<file path="config.mk">
export PLATFORM = sky130hd
export DESIGN_NAME = acs_scheduler_flat
export DESIGN_NICKNAME = d
export VERILOG_FILES = /design/src/rtl/acs_scheduler_if.sv /design/src/rtl/acs_scheduler.sv /design/src/flat_wrapper.sv
export SDC_FILE = /design/constraint.sdc
export NUM_CORES = 1
export LEC_CHECK = 0
export ABC_CLOCK_PERIOD_IN_PS = 2300
export CORE_MARGIN = 1
export CORE_UTILIZATION = 45
export CTS_CLUSTER_DIAMETER = 30
export DETAILED_ROUTE_END_ITERATION = 10
export DONT_BUFFER_PORTS = 1
export GPL_ROUTABILITY_DRIVEN = 0
export HOLD_SLACK_MARGIN = 0.02
export PLACE_DENSITY = 0.63
export RECOVER_POWER = 100
export SLEW_MARGIN = 20
export SYNTH_ARGS = -nofsm -noshare
export SYNTH_HDL_FRONTEND = slang
export SYNTH_SLANG_ARGS = --single-unit
</file>
<file path="constraint.sdc">
create_clock -name clk -period 2.3 [get_ports clk]
set_clock_uncertainty 0.15 [all_clocks]
set_input_delay 0.345 -clock clk [delete_from_list [all_inputs] [get_ports clk]]
set_output_delay 0.345 -clock clk [all_outputs]
set_load 0.02 [all_outputs]
</file>
<file path="src/rtl/acs_scheduler_if.sv">
// Symbol, ACS and decision handshake bundle for acs_scheduler.
// slave = scheduler side, master = environment (symbol source, ACS unit, decision sink).
interface acs_scheduler_if;
    logic       sym_valid;
    logic       sym_ready;
    logic [7:0] sym_bm;

    logic       acs_path_0_valid;
    logic       acs_path_1_valid;
    logic [1:0] acs_path_0_bmc;
    logic [1:0] acs_path_1_bmc;
    logic [7:0] acs_path_0_pmc;
    logic [7:0] acs_path_1_pmc;
    logic       acs_selection;
    logic       acs_valid_o;
    logic [7:0] acs_path_cost;

    logic       dec_valid;
    logic       dec_ready;
    logic [7:0] dec_bits;
    logic [7:0] dec_states_valid;
    logic [2:0] best_state;
    logic [7:0] best_metric;

    modport slave (
        input  sym_valid, sym_bm, acs_selection, acs_valid_o, acs_path_cost, dec_ready,
        output sym_ready, acs_path_0_valid, acs_path_1_valid, acs_path_0_bmc, acs_path_1_bmc,
               acs_path_0_pmc, acs_path_1_pmc, dec_valid, dec_bits, dec_states_valid,
               best_state, best_metric
    );

    modport master (
        output sym_valid, sym_bm, acs_selection, acs_valid_o, acs_path_cost, dec_ready,
        input  sym_ready, acs_path_0_valid, acs_path_1_valid, acs_path_0_bmc, acs_path_1_bmc,
               acs_path_0_pmc, acs_path_1_pmc, dec_valid, dec_bits, dec_states_valid,
               best_state, best_metric
    );
endinterface

</file>
<file path="src/rtl/acs_scheduler.sv">
// 8-state Viterbi ACS scheduler: walks one external ACS unit over all states, ping-pong metric banks.
// Decision valid 9 cycles after symbol accept; holds DONE until dec_ready, no new symbol meanwhile.
module acs_scheduler (
    input  logic          clk,
    input  logic          rst,
    acs_scheduler_if.slave bus
);
    localparam logic [1:0] IDLE = 2'd0;
    localparam logic [1:0] RUN  = 2'd1;
    localparam logic [1:0] DONE = 2'd2;

    logic [1:0] state;
    logic [2:0] idx;
    logic       cur;
    logic       nxt;
    logic [7:0] bm_q;
    logic [7:0] metric [2][8];
    logic [7:0] valid_v [2];

    logic [7:0] run_min;
    logic [2:0] run_state;
    logic       run_found;

    logic [7:0] dec_bits_q;
    logic [7:0] dec_sv_q;
    logic [2:0] best_state_q;
    logic [7:0] best_metric_q;

    function automatic logic [1:0] exp_code(input logic [2:0] p, input logic b);
        return {b ^ p[1] ^ p[0], b ^ p[2] ^ p[0]};
    endfunction

    function automatic logic [1:0] pick_bm(input logic [7:0] bm, input logic [1:0] c);
        return bm[{c, 1'b0} +: 2];
    endfunction

    logic [2:0] p0;
    logic [2:0] p1;
    logic       in_bit;
    logic       active;

    assign nxt    = ~cur;
    assign in_bit = idx[0];
    assign p0     = {1'b0, idx[2:1]};
    assign p1     = {1'b1, idx[2:1]};
    assign active = (state == RUN) && !rst;

    assign bus.acs_path_0_valid = active & valid_v[cur][p0];
    assign bus.acs_path_1_valid = active & valid_v[cur][p1];
    assign bus.acs_path_0_bmc   = active ? pick_bm(bm_q, exp_code(p0, in_bit)) : 2'b00;
    assign bus.acs_path_1_bmc   = active ? pick_bm(bm_q, exp_code(p1, in_bit)) : 2'b00;
    assign bus.acs_path_0_pmc   = active ? metric[cur][p0] : 8'h00;
    assign bus.acs_path_1_pmc   = active ? metric[cur][p1] : 8'h00;

    assign bus.sym_ready        = (state == IDLE);
    assign bus.dec_valid        = (state == DONE);
    assign bus.dec_bits         = dec_bits_q;
    assign bus.dec_states_valid = dec_sv_q;
    assign bus.best_state       = best_state_q;
    assign bus.best_metric      = best_metric_q;

    logic [7:0] wr_cost;
    logic       wr_sel;
    logic [7:0] nv_w;
    logic [7:0] hi_w;
    logic       norm;
    logic       take;
    logic [7:0] fin_min;
    logic [2:0] fin_state;
    logic       fin_found;

    // View of the next bank including this cycle's write, used at the swap.
    always_comb begin
        wr_cost = bus.acs_valid_o ? bus.acs_path_cost : 8'h00;
        wr_sel  = bus.acs_valid_o & bus.acs_selection;
        nv_w    = valid_v[nxt];
        nv_w[idx] = bus.acs_valid_o;
        hi_w    = 8'h00;
        for (int i = 0; i < 8; i++) begin
            hi_w[i] = metric[nxt][i][7];
        end
        hi_w[idx] = wr_cost[7];
        norm      = (|nv_w) && ((nv_w & ~hi_w) == 8'h00);
        take      = bus.acs_valid_o && (!run_found || (bus.acs_path_cost < run_min));
        fin_min   = take ? bus.acs_path_cost : run_min;
        fin_state = take ? idx : run_state;
        fin_found = run_found | bus.acs_valid_o;
    end

    always_ff @(posedge clk) begin
        if (rst) begin
            state <= IDLE;
            idx   <= 3'd0;
            cur   <= 1'b0;
            bm_q  <= 8'h00;
            for (int k = 0; k < 2; k++) begin
                for (int i = 0; i < 8; i++) begin
                    metric[k][i] <= 8'h00;
                end
            end
            valid_v[0]    <= 8'h01;
            valid_v[1]    <= 8'h00;
            run_min       <= 8'h00;
            run_state     <= 3'd0;
            run_found     <= 1'b0;
            dec_bits_q    <= 8'h00;
            dec_sv_q      <= 8'h00;
            best_state_q  <= 3'd0;
            best_metric_q <= 8'h00;
        end else begin
            case (state)
                IDLE: begin
                    if (bus.sym_valid) begin
                        bm_q      <= bus.sym_bm;
                        idx       <= 3'd0;
                        run_min   <= 8'h00;
                        run_state <= 3'd0;
                        run_found <= 1'b0;
                        state     <= RUN;
                    end
                end
                RUN: begin
                    metric[nxt][idx]  <= wr_cost;
                    valid_v[nxt][idx] <= bus.acs_valid_o;
                    dec_bits_q[idx]   <= wr_sel;
                    run_min           <= fin_min;
                    run_state         <= fin_state;
                    run_found         <= fin_found;
                    idx               <= idx + 3'd1;
                    if (idx == 3'd7) begin
                        cur           <= nxt;
                        state         <= DONE;
                        dec_sv_q      <= nv_w;
                        best_state_q  <= fin_state;
                        best_metric_q <= {fin_min[7] & ~norm, fin_min[6:0]};
                        // Invalid entries hold 0, so clearing bit7 everywhere is safe.
                        if (norm) begin
                            for (int i = 0; i < 8; i++) begin
                                metric[nxt][i][7] <= 1'b0;
                            end
                        end
                    end
                end
                DONE: begin
                    if (bus.dec_ready) begin
                        state <= IDLE;
                    end
                end
                default: state <= IDLE;
            endcase
        end
    end
endmodule

</file>
<file path="src/flat_wrapper.sv">
// flat-port wrapper written by rule: the top's interface ports become plain ports
module acs_scheduler_flat 
  (clk, rst, bus_sym_valid, bus_sym_bm, bus_acs_selection, bus_acs_valid_o, bus_acs_path_cost, bus_dec_ready, bus_sym_ready, bus_acs_path_0_valid, bus_acs_path_1_valid, bus_acs_path_0_bmc, bus_acs_path_1_bmc, bus_acs_path_0_pmc, bus_acs_path_1_pmc, bus_dec_valid, bus_dec_bits, bus_dec_states_valid, bus_best_state, bus_best_metric);
  acs_scheduler_if bus_i ();
  input  logic clk;
  input  logic rst;
  input wire logic [$bits(bus_i.sym_valid)-1:0] bus_sym_valid;
  input wire logic [$bits(bus_i.sym_bm)-1:0] bus_sym_bm;
  input wire logic [$bits(bus_i.acs_selection)-1:0] bus_acs_selection;
  input wire logic [$bits(bus_i.acs_valid_o)-1:0] bus_acs_valid_o;
  input wire logic [$bits(bus_i.acs_path_cost)-1:0] bus_acs_path_cost;
  input wire logic [$bits(bus_i.dec_ready)-1:0] bus_dec_ready;
  output wire logic [$bits(bus_i.sym_ready)-1:0] bus_sym_ready;
  output wire logic [$bits(bus_i.acs_path_0_valid)-1:0] bus_acs_path_0_valid;
  output wire logic [$bits(bus_i.acs_path_1_valid)-1:0] bus_acs_path_1_valid;
  output wire logic [$bits(bus_i.acs_path_0_bmc)-1:0] bus_acs_path_0_bmc;
  output wire logic [$bits(bus_i.acs_path_1_bmc)-1:0] bus_acs_path_1_bmc;
  output wire logic [$bits(bus_i.acs_path_0_pmc)-1:0] bus_acs_path_0_pmc;
  output wire logic [$bits(bus_i.acs_path_1_pmc)-1:0] bus_acs_path_1_pmc;
  output wire logic [$bits(bus_i.dec_valid)-1:0] bus_dec_valid;
  output wire logic [$bits(bus_i.dec_bits)-1:0] bus_dec_bits;
  output wire logic [$bits(bus_i.dec_states_valid)-1:0] bus_dec_states_valid;
  output wire logic [$bits(bus_i.best_state)-1:0] bus_best_state;
  output wire logic [$bits(bus_i.best_metric)-1:0] bus_best_metric;
  assign bus_i.sym_valid = bus_sym_valid;
  assign bus_i.sym_bm = bus_sym_bm;
  assign bus_i.acs_selection = bus_acs_selection;
  assign bus_i.acs_valid_o = bus_acs_valid_o;
  assign bus_i.acs_path_cost = bus_acs_path_cost;
  assign bus_i.dec_ready = bus_dec_ready;
  assign bus_sym_ready = bus_i.sym_ready;
  assign bus_acs_path_0_valid = bus_i.acs_path_0_valid;
  assign bus_acs_path_1_valid = bus_i.acs_path_1_valid;
  assign bus_acs_path_0_bmc = bus_i.acs_path_0_bmc;
  assign bus_acs_path_1_bmc = bus_i.acs_path_1_bmc;
  assign bus_acs_path_0_pmc = bus_i.acs_path_0_pmc;
  assign bus_acs_path_1_pmc = bus_i.acs_path_1_pmc;
  assign bus_dec_valid = bus_i.dec_valid;
  assign bus_dec_bits = bus_i.dec_bits;
  assign bus_dec_states_valid = bus_i.dec_states_valid;
  assign bus_best_state = bus_i.best_state;
  assign bus_best_metric = bus_i.best_metric;
  acs_scheduler u_core (.clk(clk), .rst(rst), .bus(bus_i));
endmodule
</file>
==> results.ini <==
[grt]
grt_pass1_vias=6889
grt.overflow.total=0
grt_pass1_wl_um=38700
antenna_found_initial=0
grt_use_total_pct=25.5
grt_max_degree=45

[die]
start_util_pct=46.5
fp.dieH_um=145
die_w_um=145
die_area_um2=21000
pin_count=73
rows=51
core_area_um2=19700

[sta]
fin_crit_ps=2590
grt_setup_unrepaired=yes
hold_viol=0
finalMaxSlewViolations=0
finalCritPeriodShare_pct=113
max_freq_mhz=386
worst_slew_pin_slew_ps=690
setup_ws_ps=-288
relSlewSlack_pct=54.0
finalSetupViolations=56

[synth]
netlist.area_leader.share_pct=47.1
synth_area_leader_cell=edfxtp_1
synth_async_sr_flop_share_pct=0
synth.net_count=803
yosysWarnings=0
syn_inst=772
synthTopCellsByArea=edfxtp_1 47%, dfxtp_1 12%, mux4_2 9.8%
synthDistinctLibCells=56
syn_area_um2=9180
synth-edff-count=144
synthFlopType=edfxtp_1
ys_ff_latch=198
yosysSeqAreaShare_pct=58.9
avgSynthCellArea_um2=11.9

[final_layout]
nets=930
antennaDiodeCount=0
post-route-util_pct=59.3
drive_gt1_share_pct=31.5
area_growth_pct=27.5

[routing]
ant_nets=0
drtIter0Drc=622
routed_wl_um=25600
post-route-drc-count=0
wire_per_inst_um=21.8
drt_pass1_iterations=5
vias_per_cell=5.92
vias=6971

[power_and_ir_drop]
internal_power_w=0.00571
p_per_area_nw_per_um2=644
p_switching_w=0.00182
switching_share_pct=24.2
p_leak_nw=4.20
seqPwrFrac_pct=53.1
pwr-share-clk_pct=38.3
pwr-share-comb_pct=8.6
max-vdd-ir-drop_uv=554

[worst_setup_path]
cp_slowest_cell=or4b_4
critPathTopFamily=simple AND/OR/NAND/NOR gates
arrival_ps=2640
r2r_cells=8
slowest_delay_ps=560
crit_chain=buf_6 -> or4b_4 -> o32ai_2 -> a21oi_1 -> nor4_2 -> buf_4 -> nor4_4 -> o31a_1
setup.worst_path.end_class=flop
crit_fanout=8
critPathKind=flop to flop
worstReg2RegStart=u_core.idx[2]
path_buf_inv=2
required_ps=2350
crit_cells=8
r2r_end=u_core.metric[0][47]
critPathLaunchType=flop
r2r_slack_ps=-290

[clocking]
cts_max_path_buffers=2
clk_pin_slew_ps=70
numCtsBuffers=17
numClockSinks=198
insertion_delay_ps=440
root_buffer=clkbuf_16
tritoncts=done
htreeDepth=4

[status]
status=complete, but fails checks
violations=setup timing

[placement]
dp_slack_ps=-523
port-buffer-count=0
dp_hpwl_um=17200

[worst_hold_path]
hold_start=bus_acs_valid_o
hold_path.class=input port to flop
min_to=u_core.bus.dec_states_valid[7]
min_path_cells=2

[job]
maxCapViolations=0

-- area by class of cell --
type,instances,area [µm²]
Fill cell,1535,8020
Sequential cell,198,5420
Multi-Input combinational cell,501,3800
Timing Repair Buffer,161,1500
Clock buffer,20,457
Tap cell,265,332
Clock inverter,12,115
Inverter,20,77.6
-- how the worst max path moves through the flow --
stage                             start                    end  slack [ps]
after floorplan           u_core.idx[0]   u_core.metric[1][47]         -80
after global placement       u_core.cur   u_core.metric[0][31]        -350
after detailed placement  u_core.idx[1]   u_core.metric[0][31]        -520
after CTS                 u_core.idx[1]  bus_acs_path_0_bmc[1]        -280
after global routing      u_core.idx[2]   u_core.metric[1][47]        -350
final                     u_core.idx[2]   u_core.metric[0][47]        -290
-- Yosys cell counts (all sizes together), types with 3 or more instances --
cell type and n:
o21ai 25, or3 3, o31a 3, mux2i 33
a22o 10, clkbuf 32, inv 20, nor2 132
mux4 40, xnor2 3, nor3 8, buf 23
o31ai 3, nand2 78, a21boi 5, mux2 5
a31oi 4, nor2b 5, nor4 3, dfxtp 54
a211oi 7, and2 9, o32ai 4, a21oi 62
ha 9, edfxtp 144, nand2b 6, nand3 15
and3 3
-- metal layers --
layer / part of all wire [%] / up-vias / global-route usage, %
met1: 41 / 3464 / 33.6
li1: - / 3093 / -
met3: 8.1 / 50 / 5.40
met5: 0 / - / 0
met4: 2.4 / 0 / 9.70
met2: 49 / 364 / 41.5
-- state kept, by name, summed over array words and instances, names as in the netlist, 3 cells and up, named ones only --
name and flops:
u_core.run_min 8, u_core.idx 3, u_core.bus.dec_states_valid 8, u_core.bus.best_metric 8
u_core.bus.best_state 3, u_core.bm_q 8, u_core.metric 128, u_core.valid_v 16
u_core.run_state 3, u_core.bus.dec_bits 8
-- cells by family (layout without fill, tap and decap cells) --
| group | after synthesis | in the layout | synth area share, % |
|---|---|---|---|
| muxes | 78 | 78 | 14.0 |
| and+or+nand+nor | 272 | 274 | 12.8 |
| DFF | 198 | 198 | 58.9 |
| xor gates and xnor gates | 4 | 4 | 0.382 |
| buffers and inverters | 75 | 213 | 3.33 |
| adders and majority gates | 9 | 9 | 1.23 |
| AOI/OAI and AO/OA | 136 | 136 | 9.37 |
-- what timing repair did --
| item | CTS | global route |
|---|---|---|
| pin swaps | 8 | 19 |
| endpoints found under the hold margin | 50 | 0 |
| resized for setup | 59 | 43 |
| endpoints found under the setup margin | 69 | 144 |
| hold buffers | 18 | 0 |
| buffers inserted | 12 | 5 |
| gates cloned | 6 | 2 |
-- power by group through the flow --
stage	Clock (W)	Sequential (W)	Combinational, W
6_report	0.00288	0.00400	0.000651
2_1_floorplan	0	0.00405	0.000343
3_3_place_gp	0	0.00407	0.000525
3_5_place_dp	0	0.00408	0.000542
4_1_cts	0.00289	0.00399	0.000617
5_1_grt	0.00303	0.00401	0.000698
-- cells in the final DEF (no fill, tap or decap), types with 8 or more instances in the layout --
master	synthesis	routed
buf_12	0	9
nand2_1	78	71
clkbuf_16	0	18
mux4_2	40	40
buf_4	1	114
nand3_1	15	15
ha_1	9	8
inv_1	20	14
a21oi_1	62	57
dfxtp_1	54	48
nor2_1	132	129
mux2i_1	33	29
edfxtp_1	144	144
o21ai_0	25	24
buf_6	1	10
dlygate4sd3_1	0	17
a22o_1	10	10
-- per-stage QoR --
stage	power, W	setup TNS [ps]	area [µm²]	hold slack, ps	std cells
2_1_floorplan	0.00439	-597	9240	293	772
3_3_place_gp	0.00460	-9050	10300	268	1104
3_5_place_dp	0.00462	-13770	10300	265	1104
4_1_cts	0.00750	-9750	11500	24.6	1172
5_1_grt	0.00773	-14480	11700	28.3	1177
6_report	0.00753	-10420	11700	32.5	1177
Power figures use the tool's default switching activity.
